[src/rtl/fetch_sequencer_if.sv]
// fetch_sequencer_if: fetch-side bus bundle between the fetch sequencer, instruction memory and the execute side.
// Signals:
//   imem_req_valid/imem_req_ready/imem_addr   fetch request handshake
//   imem_rsp_valid/imem_rsp_data              single-cycle read response
//   instr_valid/instr/instr_pc/instr_ready    instruction register handshake to decode
//   redirect_valid/redirect_pc                taken branch/jump target
//   fetch_fault                               misaligned redirect trap flag
// Modports: master = sequencer side, slave = memory/pipeline side.
interface fetch_sequencer_if #(
    parameter int XLEN = 32
);
    logic            imem_req_valid;
    logic            imem_req_ready;
    logic [XLEN-1:0] imem_addr;
    logic            imem_rsp_valid;
    logic [XLEN-1:0] imem_rsp_data;
    logic            instr_valid;
    logic [XLEN-1:0] instr;
    logic [XLEN-1:0] instr_pc;
    logic            instr_ready;
    logic            redirect_valid;
    logic [XLEN-1:0] redirect_pc;
    logic            fetch_fault;

    modport master (
        output imem_req_valid, imem_addr, instr_valid, instr, instr_pc, fetch_fault,
        input  imem_req_ready, imem_rsp_valid, imem_rsp_data, instr_ready, redirect_valid, redirect_pc
    );

    modport slave (
        input  imem_req_valid, imem_addr, instr_valid, instr, instr_pc, fetch_fault,
        output imem_req_ready, imem_rsp_valid, imem_rsp_data, instr_ready, redirect_valid, redirect_pc
    );
endinterface

[src/rtl/fetch_sequencer.sv]
// fetch_sequencer: multi-cycle RV32 instruction-fetch controller (IDLE -> REQ -> WAIT -> HOLD).
// Ports:
//   clk    system clock, rising edge
//   rst_n  asynchronous active-low reset
//   bus    fetch_sequencer_if.master: imem request/response, instruction register
//          handshake to decode, branch/jump redirect, fetch_fault
// Optional feature: define FETCH_MISALIGN_TRAP_EN to trap misaligned redirect
// targets in a FAULT state; otherwise targets are forced word-aligned and
// fetch_fault is tied low.
module fetch_sequencer #(
    parameter int              XLEN     = 32,
    parameter logic [XLEN-1:0] RESET_PC = 32'h0000_0000
) (
    input logic               clk,
    input logic               rst_n,
    fetch_sequencer_if.master bus
);
    localparam logic [2:0] IDLE = 3'd0;
    localparam logic [2:0] REQ  = 3'd1;
    localparam logic [2:0] WAIT = 3'd2;
    localparam logic [2:0] HOLD = 3'd3;
    localparam logic [XLEN-1:0] NOP = XLEN'(32'h0000_0013);

    logic [2:0]      state;
    logic [XLEN-1:0] pc;
    logic [XLEN-1:0] instr_q;
    logic [XLEN-1:0] instr_pc_q;
    logic            kill;
    logic [XLEN-1:0] target;
    // Where a redirect lands, and where a killed response lands once it drains.
    logic [2:0]      redir_state;
    logic [2:0]      drop_state;

`ifdef FETCH_MISALIGN_TRAP_EN
    localparam logic [2:0] FAULT = 3'd4;
    logic fault;
    logic misaligned;
    assign target      = bus.redirect_pc;
    assign misaligned  = target[1:0] != 2'b00;
    assign redir_state = misaligned ? FAULT : REQ;
    assign drop_state  = fault ? FAULT : REQ;
    assign bus.fetch_fault = fault;
    // fault tracks the latest redirect; it survives a pending kill in WAIT.
    always_ff @(posedge clk or negedge rst_n) begin
        if (!rst_n)
            fault <= 1'b0;
        else if (bus.redirect_valid)
            fault <= misaligned;
    end
`else
    assign target      = bus.redirect_pc & ~XLEN'(3);
    assign redir_state = REQ;
    assign drop_state  = REQ;
    assign bus.fetch_fault = 1'b0;
`endif

    assign bus.imem_req_valid = state == REQ;
    assign bus.imem_addr      = pc;
    assign bus.instr_valid    = state == HOLD;
    assign bus.instr          = instr_q;
    assign bus.instr_pc       = instr_pc_q;

    always_ff @(posedge clk or negedge rst_n) begin
        if (!rst_n) begin
            state      <= IDLE;
            pc         <= RESET_PC;
            instr_q    <= NOP;
            instr_pc_q <= '0;
            kill       <= 1'b0;
        end else if (bus.redirect_valid) begin
            pc <= target;
            if (state == REQ && bus.imem_req_ready) begin
                // The request just accepted is for the old path; drain it.
                kill  <= 1'b1;
                state <= WAIT;
            end else if (state == WAIT) begin
                kill  <= !bus.imem_rsp_valid;
                state <= bus.imem_rsp_valid ? redir_state : WAIT;
            end else begin
                state <= redir_state;
            end
        end else begin
            case (state)
                IDLE: state <= REQ;
                REQ:  if (bus.imem_req_ready) state <= WAIT;
                WAIT: if (bus.imem_rsp_valid) begin
                    if (kill) begin
                        kill  <= 1'b0;
                        state <= drop_state;
                    end else begin
                        instr_q    <= bus.imem_rsp_data;
                        instr_pc_q <= pc;
                        pc         <= pc + XLEN'(4);
                        state      <= HOLD;
                    end
                end
                HOLD: if (bus.instr_ready) state <= REQ;
                default: ;
            endcase
        end
    end
endmodule
[src/flat_wrapper.sv]
// flat-port wrapper written by rule: the top's interface ports become plain ports
module fetch_sequencer_flat 
#(
    parameter int              XLEN     = 32,
    parameter logic [XLEN-1:0] RESET_PC = 32'h0000_0000
)
  (clk, rst_n, bus_imem_req_valid, bus_imem_addr, bus_instr_valid, bus_instr, bus_instr_pc, bus_fetch_fault, bus_imem_req_ready, bus_imem_rsp_valid, bus_imem_rsp_data, bus_instr_ready, bus_redirect_valid, bus_redirect_pc);
  fetch_sequencer_if #(.XLEN(XLEN)) bus_i ();
  input logic clk;
  input logic rst_n;
  output wire logic [$bits(bus_i.imem_req_valid)-1:0] bus_imem_req_valid;
  output wire logic [$bits(bus_i.imem_addr)-1:0] bus_imem_addr;
  output wire logic [$bits(bus_i.instr_valid)-1:0] bus_instr_valid;
  output wire logic [$bits(bus_i.instr)-1:0] bus_instr;
  output wire logic [$bits(bus_i.instr_pc)-1:0] bus_instr_pc;
  output wire logic [$bits(bus_i.fetch_fault)-1:0] bus_fetch_fault;
  input wire logic [$bits(bus_i.imem_req_ready)-1:0] bus_imem_req_ready;
  input wire logic [$bits(bus_i.imem_rsp_valid)-1:0] bus_imem_rsp_valid;
  input wire logic [$bits(bus_i.imem_rsp_data)-1:0] bus_imem_rsp_data;
  input wire logic [$bits(bus_i.instr_ready)-1:0] bus_instr_ready;
  input wire logic [$bits(bus_i.redirect_valid)-1:0] bus_redirect_valid;
  input wire logic [$bits(bus_i.redirect_pc)-1:0] bus_redirect_pc;
  assign bus_imem_req_valid = bus_i.imem_req_valid;
  assign bus_imem_addr = bus_i.imem_addr;
  assign bus_instr_valid = bus_i.instr_valid;
  assign bus_instr = bus_i.instr;
  assign bus_instr_pc = bus_i.instr_pc;
  assign bus_fetch_fault = bus_i.fetch_fault;
  assign bus_i.imem_req_ready = bus_imem_req_ready;
  assign bus_i.imem_rsp_valid = bus_imem_rsp_valid;
  assign bus_i.imem_rsp_data = bus_imem_rsp_data;
  assign bus_i.instr_ready = bus_instr_ready;
  assign bus_i.redirect_valid = bus_redirect_valid;
  assign bus_i.redirect_pc = bus_redirect_pc;
  fetch_sequencer #(.XLEN(XLEN), .RESET_PC(RESET_PC)) u_core (.clk(clk), .rst_n(rst_n), .bus(bus_i));
endmodule
[config.mk]
export PLATFORM = sky130hd
export DESIGN_NAME = fetch_sequencer_flat
export DESIGN_NICKNAME = d
export VERILOG_FILES = /design/src/rtl/fetch_sequencer_if.sv /design/src/rtl/fetch_sequencer.sv /design/src/flat_wrapper.sv
export SDC_FILE = /design/constraint.sdc
export NUM_CORES = 1
export LEC_CHECK = 0
export BUFFER_PORTS_ARGS = -buffer_cell sky130_fd_sc_hd__buf_2
export CORE_ASPECT_RATIO = 0.7
export CORE_MARGIN = 2
export CORE_UTILIZATION = 49
export CTS_BUF_LIST = sky130_fd_sc_hd__clkbuf_16
export CTS_CLUSTER_SIZE = 30
export DETAILED_ROUTE_END_ITERATION = 16
export PLACE_DENSITY = 0.8
export SETUP_SLACK_MARGIN = 0.05
export SLEW_MARGIN = 10
export SYNTH_ARGS = -nofsm -noshare
export SYNTH_HDL_FRONTEND = slang
export SYNTH_SLANG_ARGS = --single-unit
[constraint.sdc]
create_clock -name clk -period 3.3 [get_ports clk]
set_input_delay 0.495 -clock clk [delete_from_list [all_inputs] [get_ports clk]]
set_output_delay 0.495 -clock clk [all_outputs]
set_load 0.01 [all_outputs]
After elaboration in Yosys (flattened, before gate mapping)
Index checks and enable logic that the tools add are counted.

Output and inout port bits: 99. Word-level logic and storage cells: 44. Register bits after elaboration: 100. Bits of input ports: 70.

Multiplexer cells: 18. Reductions and logical operators: 11. Add/sub/neg operators: 1. Bitwise logic cells: 2. Equal/unequal tests: 7.

Operators by type and width (count): 32-bit 2-to-1 mux (4); 32-bit by 3-bit adder with 32-bit output (second input constant) (1); 3-bit 2-to-1 mux (6); 3-bit one-hot mux with 4 select lines (1); 4-bit AND reduction (2); 3-bit by 2-bit == test with 1-bit output (second input constant) (2); 3-bit by 1-bit != test with 1-bit output (second input constant) (2); 3-bit AND reduction (2); 2-bit nonzero test (3); 1-bit 2-to-1 mux (5); 5-bit nonzero test (1); 2-bit 2-to-1 mux (2); 3-bit by 1-bit == test with 1-bit output (second input constant) (1); 3-bit logical NOT (1); 3-bit != test (second input constant) (1); 2-bit != test (second input constant) (1); 1-bit inverter (2); 1-bit logical AND (1); 1-bit logical NOT (1).

Depth between registers and ports, before layout
Depth in word-level cells: 5. Mapped depth: 7. Gate-level depth less buffers: 6.

Least setup slack after synthesis
Ideal clock, no wire load.

Kind: reg2reg. From: reg u_core.state[0]. To: reg u_core.pc[27] (netlist: u_core.bus.imem_addr[27]). Required time: 3.218 ns. Path buffers: 1. Setup time: 0.082 ns. Cell stages (with the launch flop): 8. Clock period less this slack: 2.249 ns. Data arrival time: 2.167 ns. Setup slack: 1.051 ns. Path through: dfrtp_1 -> inv_1 -> ha_1 -> nand3b_4 -> or4_1 -> buf_2 -> or4_1 -> a31oi_1.

Longest elaborated chain between the ends: 3.

RTL lines: from (decl) (line fetch_sequencer.sv:24) `logic [2:0] state;`; from (signal assigned) (line fetch_sequencer.sv:78) `state <= bus.imem_rsp_valid ? redir_state : WAIT;`; from (signal assigned) (line fetch_sequencer.sv:80) `state <= redir_state;`; from (signal assigned) (line fetch_sequencer.sv:89) `state <= drop_state;`; 3-bit by 2-bit == test with 1-bit output (line fetch_sequencer.sv:83) `case (state)`; 2-bit nonzero test (no source line); 3-bit AND reduction (no source line); to (signal assigned) (line fetch_sequencer.sv:71) `pc <= target;`; to (signal assigned) (line fetch_sequencer.sv:93) `pc <= pc + XLEN'(4);`; to (decl) (line fetch_sequencer.sv:25) `logic [XLEN-1:0] pc;`.

No other way between the ends. A chain may end at the register's enable or synchronous reset.

Worst setup path in the final report
From: reg u_core.state[0]. To: reg u_core.pc[29] (netlist: u_core.bus.imem_addr[29]).

The elaborated chain is that of the path after synthesis.

==> summary.md <==
| Metric | Value |
|---|---|
| Status | `finished, final reports clean` |
| Detailed placer's ending HPWL | `a little under 8000 µm` |
| R2r endpoint | `u_core.bus.imem_addr[29]$_DFFE_PN0P_` |
| CTS tree | `done` |
| Pwr/cell area | `between 700 and 800 nW/µm²` |
| Number of distinct library cells after synthesis | `37` |
| Cell chain of the critical path | `inv_1 > ha_1 > nand3b_4 > or4_1 > or4_1 > a31oi_1` |
| Most frequent CP cell | `or4_1` |
| Net Sw Frac | `between 20% and 30%` |
| Post-Syn Area | `roughly 4400 µm²` |
| R2r startpoint | `u_core.state[0]$_DFFE_PN0P_` |
| DRC violations left | `0` |
| Post-cts resize count | `0` |
| Crit start category | `register` |
| Die ar. | `~9700 µm²` |
| Total gr overflow | `0` |
| Drt first pass iters | `4` |
| DR iter-0 viols | `about 170` |
| Slowest CP cell | `or4_1` |
| First-pass GRT wire length | `around 17000 µm` |
| Relative slew slack | `between 50% and 60%` |
| Crit path largest cell delay | `~0.71 ns` |
| Chip height | `82.8 µm` |
| Xor/xnor share of the synthesized area | `about 2%` |
| Vias in the first global route | `around 3.5k` |
| Initial core utilization | `50.9%` |
| NetSw | `roughly 1.2 mW` |
| GRT Util Overall | `between 20 and 25%` |
| I/O Buffers | `around 160` |
| Post-synthesis mux area share | `16.8%` |
| Combinational Power Share | `~28%` |
| RSZ-0062 raised after global routing | `no` |
| Post-synthesis register bit count | `95` |
| Fmax | `slightly below 400 MHz` |
| Worst Skew | `0.00722 ns` |
| Post-DRT Antenna Nets | `0` |
| Max rail drop VDD | `between 0.5 and 0.6 mV` |
| Post-CTS Setup Bufs | `0` |
| I/O pin cnt | `around 170` |
| Fin nets | `603` |
| Largest net degree at the start of global routing | `48` |
| Lkg Pwr | `roughly 2.8 nW` |
| Synth warn | `0` |
| Hold Fails Final Rpt | `0` |
| Least-Margin Pin Slew | `roughly 0.6 ns` |
| Int Pwr | `approximately 2.9 mW` |
| Root buf cell | `clkbuf_16` |
| Post-Synth Simple-Gate Area | `between 10% and 20%` |
| TritonCTS Buffers | `9` |
| Max cap viols | `0` |
| H-tree levels | `3` |
| Worst min path class | `in -> async` |
| Total negative setup slack | `0 ns` |
| Wirelength per Cell | `~16 µm` |
| Finished Cell Area | `approximately 5600 µm²` |
| Synth Area in Adders | `under 10%` |
| Clock slew at reported path FFs | `0.06 ns` |
| Seq/Total Area, Yosys | `54.7%` |
| Final min period | `2.56 ns` |
| Ys flop type | `dfrtp_1` |
| EDFF count, synth | `0` |
| Vias | `3535` |
| Drt total wl | `10500 µm` |
| Core area | `8550 µm²` |
| Post-synthesis compound-gate area fraction | `between 7 and 8%` |
| P&R area growth vs syn | `28.8%` |
| Slew Viols, Final | `0` |
| Critical path arrival | `around 2.8 ns` |
| TritonCTS Sinks | `95` |
| Share of cells above drive strength 1 | `a little under half` |
| CTS Hold Bufs | `0` |
| Drt via density | `approximately 5.4` |
| Routability cong. | `0.805` |
| Worst-Skew Late Latency | `roughly 0.34 ns` |
| Placed instance area | `approximately 5300 µm²` |
| Max Root-Sink Buffers | `2` |
| Largest family of logic cells by synthesized area | `multiplexers` |
| Row count | `28` |
| WS Path Type | `reg -> reg` |
| R2R depth | `6` |
| Syn Inst Count | `370` |
| Clock Power Share | `about 28%` |
| Reg2Reg Setup Slack | `about 0.74 ns` |
| Most common cell after layout, fill and taps aside | `buf_2` |
| Endpoints failing setup | `0` |
| Post-synthesis async set-or-reset flop share | `between 90% and 100%` |
| Worst path required time | `between 3 and 4 ns` |
| # diodes | `0` |
| Most frequent cells in the layout | `buf_2 (160), dfrtp_1 (92), mux2_2 (63)` |
| Final period util | `between 70% and 80%` |
| Crit path max fanout | `10` |
| Die W | `approximately 120 µm` |
| Sequential fraction of design power | `a little over two fifths` |
| Post-Syn Area per Cell | `roughly 12 µm²` |
| CP endpoint kind | `register` |
| Antenna violations before repair | `0` |
==> registers in the layout (all words and copies together), names as in the netlist <==
signal	flops
u_core.bus.instr	32
u_core.bus.imem_addr	30
u_core.bus.instr_pc	30
u_core.state	2
u_core.kill	1
==> per-stage QoR <==
step           total power [mW]  utilization (%)  std cells  hold WS [ns]  worst slack (ns)
2_1_floorplan              2.44                -        374         0.199              1.05
3_3_place_gp               2.93             61.6        637         0.483             0.850
3_5_place_dp               3.00             61.6        637         0.491             0.763
4_1_cts                    4.17             65.5        653         0.177             0.741
5_1_grt                    4.38             65.5        653         0.196             0.571
6_report                   4.13             65.5        653         0.151             0.737
==> per-layer routing <==
layer | global-route usage [%] | routed length (µm)
met1 | 30.3 | 4590
met2 | 36.1 | 5020
met3 | 7.81 | 840
met4 | 4.81 | 86
met5 | 0 | 0
==> Yosys cell counts (all sizes together), types with 8 or more instances <==
cell	instances	share of area, %
dfrtp	92	53
mux2	63	16
nand2	24	2.1
nor2	19	1.6
or4	17	2.9
clkbuf	16	1.4
o21ai	16	1.8
a31oi	15	2.2
o31ai	13	2.2
nand3	12	1.4
nand4	10	1.4
buf	8	1.2
inv	8	0.69
==> power groups by stage <==
| stage | Clock [mW] | Combinational [mW] | Sequential (mW) |
|---|---|---|---|
| 2_1_floorplan | 0 | 0.484 | 1.96 |
| 3_3_place_gp | 0 | 1.15 | 1.77 |
| 3_5_place_dp | 0 | 1.19 | 1.81 |
| 4_1_cts | 1.18 | 1.20 | 1.79 |
| 5_1_grt | 1.24 | 1.30 | 1.84 |
| 6_report | 1.16 | 1.18 | 1.79 |
==> worst max path at each step <==
| stage | start | endpoint | depth (start not counted) |
|---|---|---|---|
| 6_report | u_core.state[0]$_DFFE_PN0P_ | u_core.bus.imem_addr[29]$_DFFE_PN0P_ | 6 |
| 5_1_grt | u_core.state[0]$_DFFE_PN0P_ | u_core.bus.imem_addr[29]$_DFFE_PN0P_ | 6 |
| 4_1_cts | u_core.state[0]$_DFFE_PN0P_ | u_core.bus.imem_addr[29]$_DFFE_PN0P_ | 6 |
| 3_5_place_dp | u_core.state[0]$_DFFE_PN0P_ | u_core.bus.imem_addr[29]$_DFFE_PN0P_ | 6 |
| 3_3_place_gp | u_core.state[0]$_DFFE_PN0P_ | u_core.bus.imem_addr[27]$_DFFE_PN0P_ | 6 |
| 2_1_floorplan | u_core.state[0]$_DFFE_PN0P_ | u_core.bus.imem_addr[27]$_DFFE_PN0P_ | 7 |
==> critical path, delay by kind of cell (launching register included) <==
| family | cells | cell delay [ns] |
|---|---|---|
| fa+ha+maj | 1 | 0.30 |
| compound gates | 1 | 0.19 |
| flops | 1 | 0.43 |
| buf+inv | 1 | 0.10 |
| simple gates | 3 | 1.47 |
==> final cells by class <==
type / instances / area, µm²
tap: 120 / 150
sequential: 95 / 2380
clock buffer: 9 / 225
clock inverter: 7 / 113
fill: 709 / 2950
timing repair buffer: 167 / 853
multi-input combinational: 246 / 1850
inverter: 9 / 33.8
==> logic make-up (layout without fill, tap and decap cells) <==
kind of cell,Yosys count,after routing
buffers and inverters,33,192
XOR/XNOR,10,10
other,1,5
adder cells (fa/ha/maj),5,5
flip-flops,95,95
AO/OA/AOI/OAI,53,53
multiplexers,65,65
AND/OR/NAND/NOR,108,108
Power figures use the tool's default switching activity.
